`config.mk`:
```
export PLATFORM = sky130hd
export DESIGN_NAME = leaky_relu_pack_int16
export DESIGN_NICKNAME = d
export VERILOG_FILES = /design/src/rtl/act_pkg.sv /design/src/rtl/fifo2_reg.sv /design/src/rtl/leaky_relu_pack_int16.sv
export SDC_FILE = /design/constraint.sdc
export NUM_CORES = 1
export LEC_CHECK = 0
export ABC_AREA = 1
export CAP_MARGIN = 40
export CORE_AREA = 2 2 194 196
export CTS_CLUSTER_SIZE = 20
export DETAILED_ROUTE_END_ITERATION = 16
export DIE_AREA = 0 0 196 198
export PLACE_DENSITY = 0.56
export SLEW_MARGIN = 0
export SYNTH_ARGS = -nofsm -noshare
export SYNTH_HDL_FRONTEND = slang
export SYNTH_SLANG_ARGS = --single-unit
export TNS_END_PERCENT = 30
```
`constraint.sdc`:
```
create_clock -name clk -period 3.5 [get_ports clk]
set_clock_uncertainty 0.1 [all_clocks]
set_input_delay 0.525 -clock clk [delete_from_list [all_inputs] [get_ports clk]]
set_output_delay 0.525 -clock clk [all_outputs]
set_load 0.05 [all_outputs]
```
`src/rtl/act_pkg.sv`:
```
// ---------------------------------------------------------------------------
// act_pkg
//   Shared definitions for the post-saturation activation stages.
//   ACT_W        : activation width (int16)
//   LEAKY_MUL    : leaky ReLU slope numerator   (slope = 13/128)
//   LEAKY_SHIFT  : leaky ReLU slope denominator as a right shift
//   leaky_int16(): YOLOv3-tiny leaky ReLU on one int16 activation
// ---------------------------------------------------------------------------
package act_pkg;

    localparam int ACT_W       = 16;
    localparam int LEAKY_MUL   = 13;
    localparam int LEAKY_SHIFT = 7;
    localparam int PROD_W      = 21;

    typedef logic signed [ACT_W-1:0] act_t;

    // Negative inputs are scaled by 13/128. The arithmetic shift floors
    // toward minus infinity, so the most negative result is -3328 and the
    // value always fits back into int16 without saturation.
    function automatic act_t leaky_int16(input act_t x);
        logic signed [PROD_W-1:0] prod;
        prod = PROD_W'(x) * PROD_W'(LEAKY_MUL);
        if (x[ACT_W-1]) begin
            return act_t'(prod >>> LEAKY_SHIFT);
        end
        return x;
    endfunction

endpackage

```
`src/rtl/fifo2_reg.sv`:
```
// ---------------------------------------------------------------------------
// fifo2_reg
//   Generic two-entry register FIFO. The head entry always lives in slot0,
//   so pop_data is a plain register output and never changes unless a pop
//   occurs.
//   clk, rst_n  : clock, asynchronous active-low reset
//   push        : write push_data (ignored when full)
//   push_data   : W-bit entry to write
//   pop         : discard the head entry (ignored when empty)
//   pop_data    : head entry
//   count       : number of stored entries (0..2)
//   full, empty : status flags derived from count
// ---------------------------------------------------------------------------
module fifo2_reg #(
    parameter int W = 8
) (
    input  logic         clk,
    input  logic         rst_n,
    input  logic         push,
    input  logic [W-1:0] push_data,
    input  logic         pop,
    output logic [W-1:0] pop_data,
    output logic [1:0]   count,
    output logic         full,
    output logic         empty
);

    logic [W-1:0] slot0;
    logic [W-1:0] slot1;
    logic [1:0]   cnt;
    logic         do_push;
    logic         do_pop;

    assign full     = (cnt == 2'd2);
    assign empty    = (cnt == 2'd0);
    assign count    = cnt;
    assign pop_data = slot0;
    assign do_push  = push && !full;
    assign do_pop   = pop && !empty;

    always_ff @(posedge clk or negedge rst_n) begin
        if (!rst_n) begin
            slot0 <= '0;
            slot1 <= '0;
            cnt   <= '0;
        end else begin
            case ({do_push, do_pop})
                2'b10: begin
                    if (cnt == 2'd0) begin
                        slot0 <= push_data;
                    end else begin
                        slot1 <= push_data;
                    end
                    cnt <= cnt + 2'd1;
                end
                2'b01: begin
                    slot0 <= slot1;
                    cnt   <= cnt - 2'd1;
                end
                2'b11: begin
                    // Only reachable with one entry stored: the incoming
                    // word replaces the departing head, count unchanged.
                    slot0 <= push_data;
                end
                default: begin
                end
            endcase
        end
    end

endmodule

```
`src/rtl/leaky_relu_pack_int16.sv`:
```
// ---------------------------------------------------------------------------
// leaky_relu_pack_int16
//   Applies the leaky ReLU (slope 13/128) to an int16 element stream and
//   packs PACK activations per output word, with valid/ready handshaking
//   and a two-entry output buffer.
//   PACK      : activations per output word (2..8)
//   LEAKY_EN  : 1 = leaky ReLU, 0 = identity
//   clk, rst_n: clock, asynchronous active-low reset
//   in_data   : signed activation            in_valid : element valid
//   in_last   : element closes a row/tile    in_ready : element accepted
//   out_data  : packed word, lane 0 = first element at bits [15:0]
//   out_keep  : lane-valid mask              out_last : word closes row/tile
//   out_valid : word valid                   out_ready: downstream accepts
// ---------------------------------------------------------------------------
module leaky_relu_pack_int16
    import act_pkg::*;
#(
    parameter int PACK     = 4,
    parameter int LEAKY_EN = 1
) (
    input  logic                    clk,
    input  logic                    rst_n,
    input  logic signed [ACT_W-1:0] in_data,
    input  logic                    in_valid,
    input  logic                    in_last,
    output logic                    in_ready,
    output logic [ACT_W*PACK-1:0]   out_data,
    output logic [PACK-1:0]         out_keep,
    output logic                    out_last,
    output logic                    out_valid,
    input  logic                    out_ready
);

    localparam int                CNT_W     = $clog2(PACK);
    localparam logic [CNT_W-1:0]  LAST_LANE = CNT_W'(PACK - 1);
    localparam int                FIFO_W    = ACT_W * PACK + PACK + 1;

    act_t                  y;
    logic [CNT_W-1:0]      lane_cnt;
    logic [ACT_W-1:0]      lane_reg [PACK-1];
    logic                  run_q;
    logic                  accept;
    logic                  closing;
    logic                  push;
    logic [ACT_W*PACK-1:0] word_data;
    logic [PACK-1:0]       word_keep;
    logic [FIFO_W-1:0]     head;
    logic [1:0]            fifo_count;
    logic                  fifo_full;
    logic                  fifo_empty;

    assign y = (LEAKY_EN != 0) ? leaky_int16(in_data) : in_data;

    // run_q keeps in_ready low while reset is asserted and releases it on
    // the first clock edge afterwards.
    assign in_ready = run_q && !fifo_full;
    assign accept   = in_valid && in_ready;
    assign closing  = (lane_cnt == LAST_LANE) || in_last;
    assign push     = accept && closing;

    // Word assembly: stored lanes below lane_cnt, the current element at
    // lane_cnt, zeros above. The top lane can only ever hold y.
    for (genvar g = 0; g < PACK - 1; g++) begin : g_lane
        assign word_data[ACT_W*g +: ACT_W] =
            (CNT_W'(g) < lane_cnt)  ? lane_reg[g] :
            (CNT_W'(g) == lane_cnt) ? y           : '0;
    end
    assign word_data[ACT_W*(PACK-1) +: ACT_W] = (lane_cnt == LAST_LANE) ? y : '0;

    assign word_keep[0] = 1'b1;
    for (genvar g = 1; g < PACK; g++) begin : g_keep
        assign word_keep[g] = (CNT_W'(g) <= lane_cnt);
    end

    always_ff @(posedge clk or negedge rst_n) begin
        if (!rst_n) begin
            run_q <= 1'b0;
        end else begin
            run_q <= 1'b1;
        end
    end

    always_ff @(posedge clk or negedge rst_n) begin
        if (!rst_n) begin
            lane_cnt <= '0;
            for (int unsigned i = 0; i < PACK - 1; i++) begin
                lane_reg[i] <= '0;
            end
        end else if (accept) begin
            if (closing) begin
                lane_cnt <= '0;
            end else begin
                lane_cnt <= lane_cnt + CNT_W'(1);
                for (int unsigned i = 0; i < PACK - 1; i++) begin
                    if (CNT_W'(i) == lane_cnt) begin
                        lane_reg[i] <= y;
                    end
                end
            end
        end
    end

    fifo2_reg #(
        .W (FIFO_W)
    ) u_fifo (
        .clk       (clk),
        .rst_n     (rst_n),
        .push      (push),
        .push_data ({in_last, word_keep, word_data}),
        .pop       (out_valid && out_ready),
        .pop_data  (head),
        .count     (fifo_count),
        .full      (fifo_full),
        .empty     (fifo_empty)
    );

    assign out_valid = (fifo_count != 2'd0);

    always_comb begin
        out_data = '0;
        out_keep = '0;
        out_last = 1'b0;
        if (!fifo_empty) begin
            {out_last, out_keep, out_data} = head;
        end
    end

endmodule

```
==> metrics.json <==
{
  "status": {
    "status": "finished, final reports clean"
  },
  "power_and_ir_drop": {
    "p_leak_nw": 6.83,
    "cellPowerDensity_mw_per_mm2": 891,
    "power_mw": 12.5,
    "vdd_ir_drop_max_uv": 332
  },
  "timing": {
    "timing_max_transition_violations_final": 0,
    "fmax_mhz": 299,
    "finalCriticalPeriod_ns": 3.35,
    "hold_viol": 0,
    "portion_of_the_clock_cycle_consumed_by_the_worst_path_in_the_final_layout_pct": 95.7,
    "worstMarginPinSlew_ns": 0.752,
    "setup_repair_after_global_routing_missed_its_margin": "true",
    "maxSlewHeadroom_pct": 49.8,
    "timing.final.setup_violations": 0,
    "hold_ws_ns": 0.365
  },
  "yosys": {
    "synth.ff_latch_count": 191,
    "syn_inst": 1447,
    "syn-num-nets": 1534,
    "synth-edff-count": 0,
    "synth_top_area_cell": "dfrtp_1",
    "synth_top_area_share_pct": 44.1,
    "ys_warn_count": 0,
    "postSynthAreaPerCell_um2": 7.50,
    "ys_top_cells_by_area": "dfrtp_1, nand2_1, nor2_1",
    "synth.yosys.seq_area_share_pct": 44.1,
    "ys_async_sr_fraction_pct": 100,
    "synth.lib_cells_used.distinct": 38,
    "synth-main-ff-cell": "dfrtp_1",
    "post_synth_instance_area_mm2": 0.0108
  },
  "clocking": {
    "tritoncts": "built",
    "numCtsBuffers": 17,
    "cts-htree-levels": 4,
    "clock_insertion_delay_worst_skew_ns": 0.44,
    "max-clock-path-buffers": 2,
    "cts.sink_count": 191,
    "cts.reportedPaths.clkPinSlew_ns": 0.07,
    "root_buffer": "clkbuf_16"
  },
  "die": {
    "die-width_um": 196,
    "die_y_um": 198,
    "die_area_mm2": 0.0388,
    "std_cell_rows": 71,
    "num_io_pins": 92,
    "coreArea_mm2": 0.0370,
    "floorplan.initialDensity_pct": 29.3
  },
  "setup_path": {
    "critical-path-slowest-cell": "fa_1",
    "end_kind": "flop",
    "timing.rr.start": "lane_cnt[0]$_DFFE_PN0P_",
    "crit_path_start": "in_data[6]",
    "worst-path-max-fanout": 8,
    "setup.worst_path.end": "u_fifo.pop_data[15]$_DFFE_PN0P_",
    "slowest_delay_ns": 0.50,
    "timing.setup.critical_path_class": "in2reg",
    "critical_path.cell_chain": "dlygate4sd2_1 > ha_1 > ha_1 > inv_1 > fa_1 > inv_1 > ha_4 > inv_1 > o21ai_2 > nand2_1 > nand2_1 > inv_1 > nand2_2 > nand3_2 > nand2_4 > buf_6 > nand2_1 > o21ai_1 > nand2_1 > nand2_2 > o21ai_1",
    "r2r_slack_ns": 0.59,
    "worst_setup_path_start_kind": "input port",
    "r2r.worst_path.cells": 11,
    "arrival_ns": 3.56,
    "required_ns": 3.71,
    "end_of_the_worst_register_to_register_path": "u_fifo.pop_data[60]$_DFFE_PN0P_"
  },
  "placement": {
    "finalWeightedCongestion": 0.846,
    "placed_cell_count": 2036,
    "hpwl_um": 24200,
    "io_buffers": 91
  },
  "grt": {
    "grt_max_degree": 72,
    "grt_antenna_before_repair": 0,
    "grt_pass1_vias": 9406,
    "grt-ovfl-total": 0,
    "grt_usage_pct": 17.7,
    "grt_first_pass_wirelength_um": 53500
  },
  "final_layout": {
    "antenna-diode-count": 0,
    "finalNetCount": 1671,
    "fin_cells": 2071,
    "layout-drive-gt1-share_pct": 14.8,
    "final.fill_count": 3866,
    "layout-area-overhead-vs-synth_pct": 28.8
  },
  "drt": {
    "post_drt_via_cell_ratio": 4.71,
    "vias": 9751,
    "detailedRoute.firstIterationViolations": 648,
    "wl_per_instance_um": 16.0,
    "drc": 0,
    "route.final.wire_length_um": 33200,
    "postRouteAntennaNets": 0,
    "drt_pre_antenna_iters": 7
  },
  "job": {
    "timing.max_cap.violations": 0
  },
  "hold_path": {
    "hold_crit_class": "reg2reg"
  }
}
## report_power, final
group	internal [mW]	leakage, nW	total (mW)	switching, mW
Combinational	2.35	4.14	6.83	4.48
Clock	1.02	0.286	1.99	0.965
Sequential	3.18	2.41	3.64	0.463
## how the worst min path moves through the flow
stage / slack (ns) / from / depth (start not counted) / endpoint
floorplan: 0.13 / rst_n / 0 / lane_cnt[0]$_DFFE_PN0P_
global placement: 0.35 / u_fifo.slot1[64]$_DFFE_PN0P_ / 1 / u_fifo.slot1[64]$_DFFE_PN0P_
detailed placement: 0.35 / u_fifo.slot1[64]$_DFFE_PN0P_ / 1 / u_fifo.slot1[64]$_DFFE_PN0P_
CTS: 0.37 / u_fifo.slot1[64]$_DFFE_PN0P_ / 1 / u_fifo.slot1[64]$_DFFE_PN0P_
global route: 0.40 / u_fifo.slot1[56]$_DFFE_PN0P_ / 2 / u_fifo.slot1[56]$_DFFE_PN0P_
finish: 0.36 / u_fifo.slot1[64]$_DFFE_PN0P_ / 1 / u_fifo.slot1[64]$_DFFE_PN0P_
## cells in the final DEF (no fill, tap or decap), drive strengths merged
cell type        n
a21boi           1
a21oi           27
a31oi           41
and2             3
buf             97
bufinv           1
clkbuf          18
clkdlybuf4s50   77
clkinv           3
clkinvlp         2
conb             1
dfrtp          191
dlygate4sd2      8
dlygate4sd3      1
dlymetal6s2s     5
fa              14
ha              52
inv            195
nand2          365
nand3          100
nand4            1
nor2           224
nor3             3
nor4             2
o2111ai          3
o211ai           4
o21a             1
o21ai          133
o21bai           1
o22ai           10
or2              7
xnor2            4
xor2             2
## repair_timing
| action | in CTS | in global routing |
|---|---|---|
| buffers inserted | 1 | 1 |
| endpoints found under the hold margin | 51 | 0 |
| hold buffers | 1 | 0 |
| setup endpoints to repair | 120 | 141 |
| resized for setup | 69 | 46 |
| pin swaps | 8 | 18 |
## layer usage
layer | global-route usage (%) | up-vias | share of wire (%)
li1 | - | 4842 | -
met1 | 25.6 | 4599 | 48
met2 | 27.7 | 268 | 45
met3 | 2.64 | 42 | 4.9
met4 | 4.52 | 0 | 2.0
met5 | 0 | - | 0
## critical path: cells and delay by family
family                     cells  cell delay [ns]
adders and majority gates      4             1.36
and+or+nand+nor                8             0.70
buffers and inverters          6             0.65
AOI/OAI and AO/OA              3             0.32
## synth_stat cells (10+ instances only)
cell,count
fa_1,14
buf_2,17
a21oi_1,27
dfrtp_1,191
a31oi_1,41
o21ai_1,26
inv_1,179
nor2_1,220
o22ai_1,10
o21ai_0,107
clkbuf_1,44
nand3_1,100
ha_1,52
nand2_1,361
## area by class of cell
type | instances | area, µm² | share of cell area (%)
clock inverters | 15 | 168 | 1.20
inverters | 186 | 698 | 5.00
multi-input cells | 999 | 5540 | 39.7
well taps | 474 | 593 | 4.25
repair buffers | 189 | 1770 | 12.6
clock buffers | 17 | 425 | 3.04
flip-flops and latches | 191 | 4780 | 34.2
## per-stage QoR
| step | utilization (%) | setup slack, ns | TNS [ns] | instance area (µm²) |
|---|---|---|---|---|
| floorplan | - | 0.251 | 0 | 10800 |
| global placement | 34.7 | -0.733 | -84.07 | 12800 |
| detailed placement | 34.8 | -0.734 | -86.64 | 12900 |
| CTS | 37.3 | 0.00212 | 0 | 13800 |
| global route | 37.8 | -0.0439 | -0.229 | 14000 |
| finish | 37.8 | 0.151 | 0 | 14000 |
## cell families (layout without fill, tap and decap cells)
family	count (synthesis)	in the layout	synth area share (%)
adder cells (fa/ha/maj)	66	66	8.58
flip-flops	191	191	44.1
XOR/XNOR	6	6	0.485
other	1	1	0.0346
buffers and inverters	257	407	9.33
AO/OA/AOI/OAI	221	221	11.1
AND/OR/NAND/NOR	705	705	26.4
(Power assumes the default switching activity.)
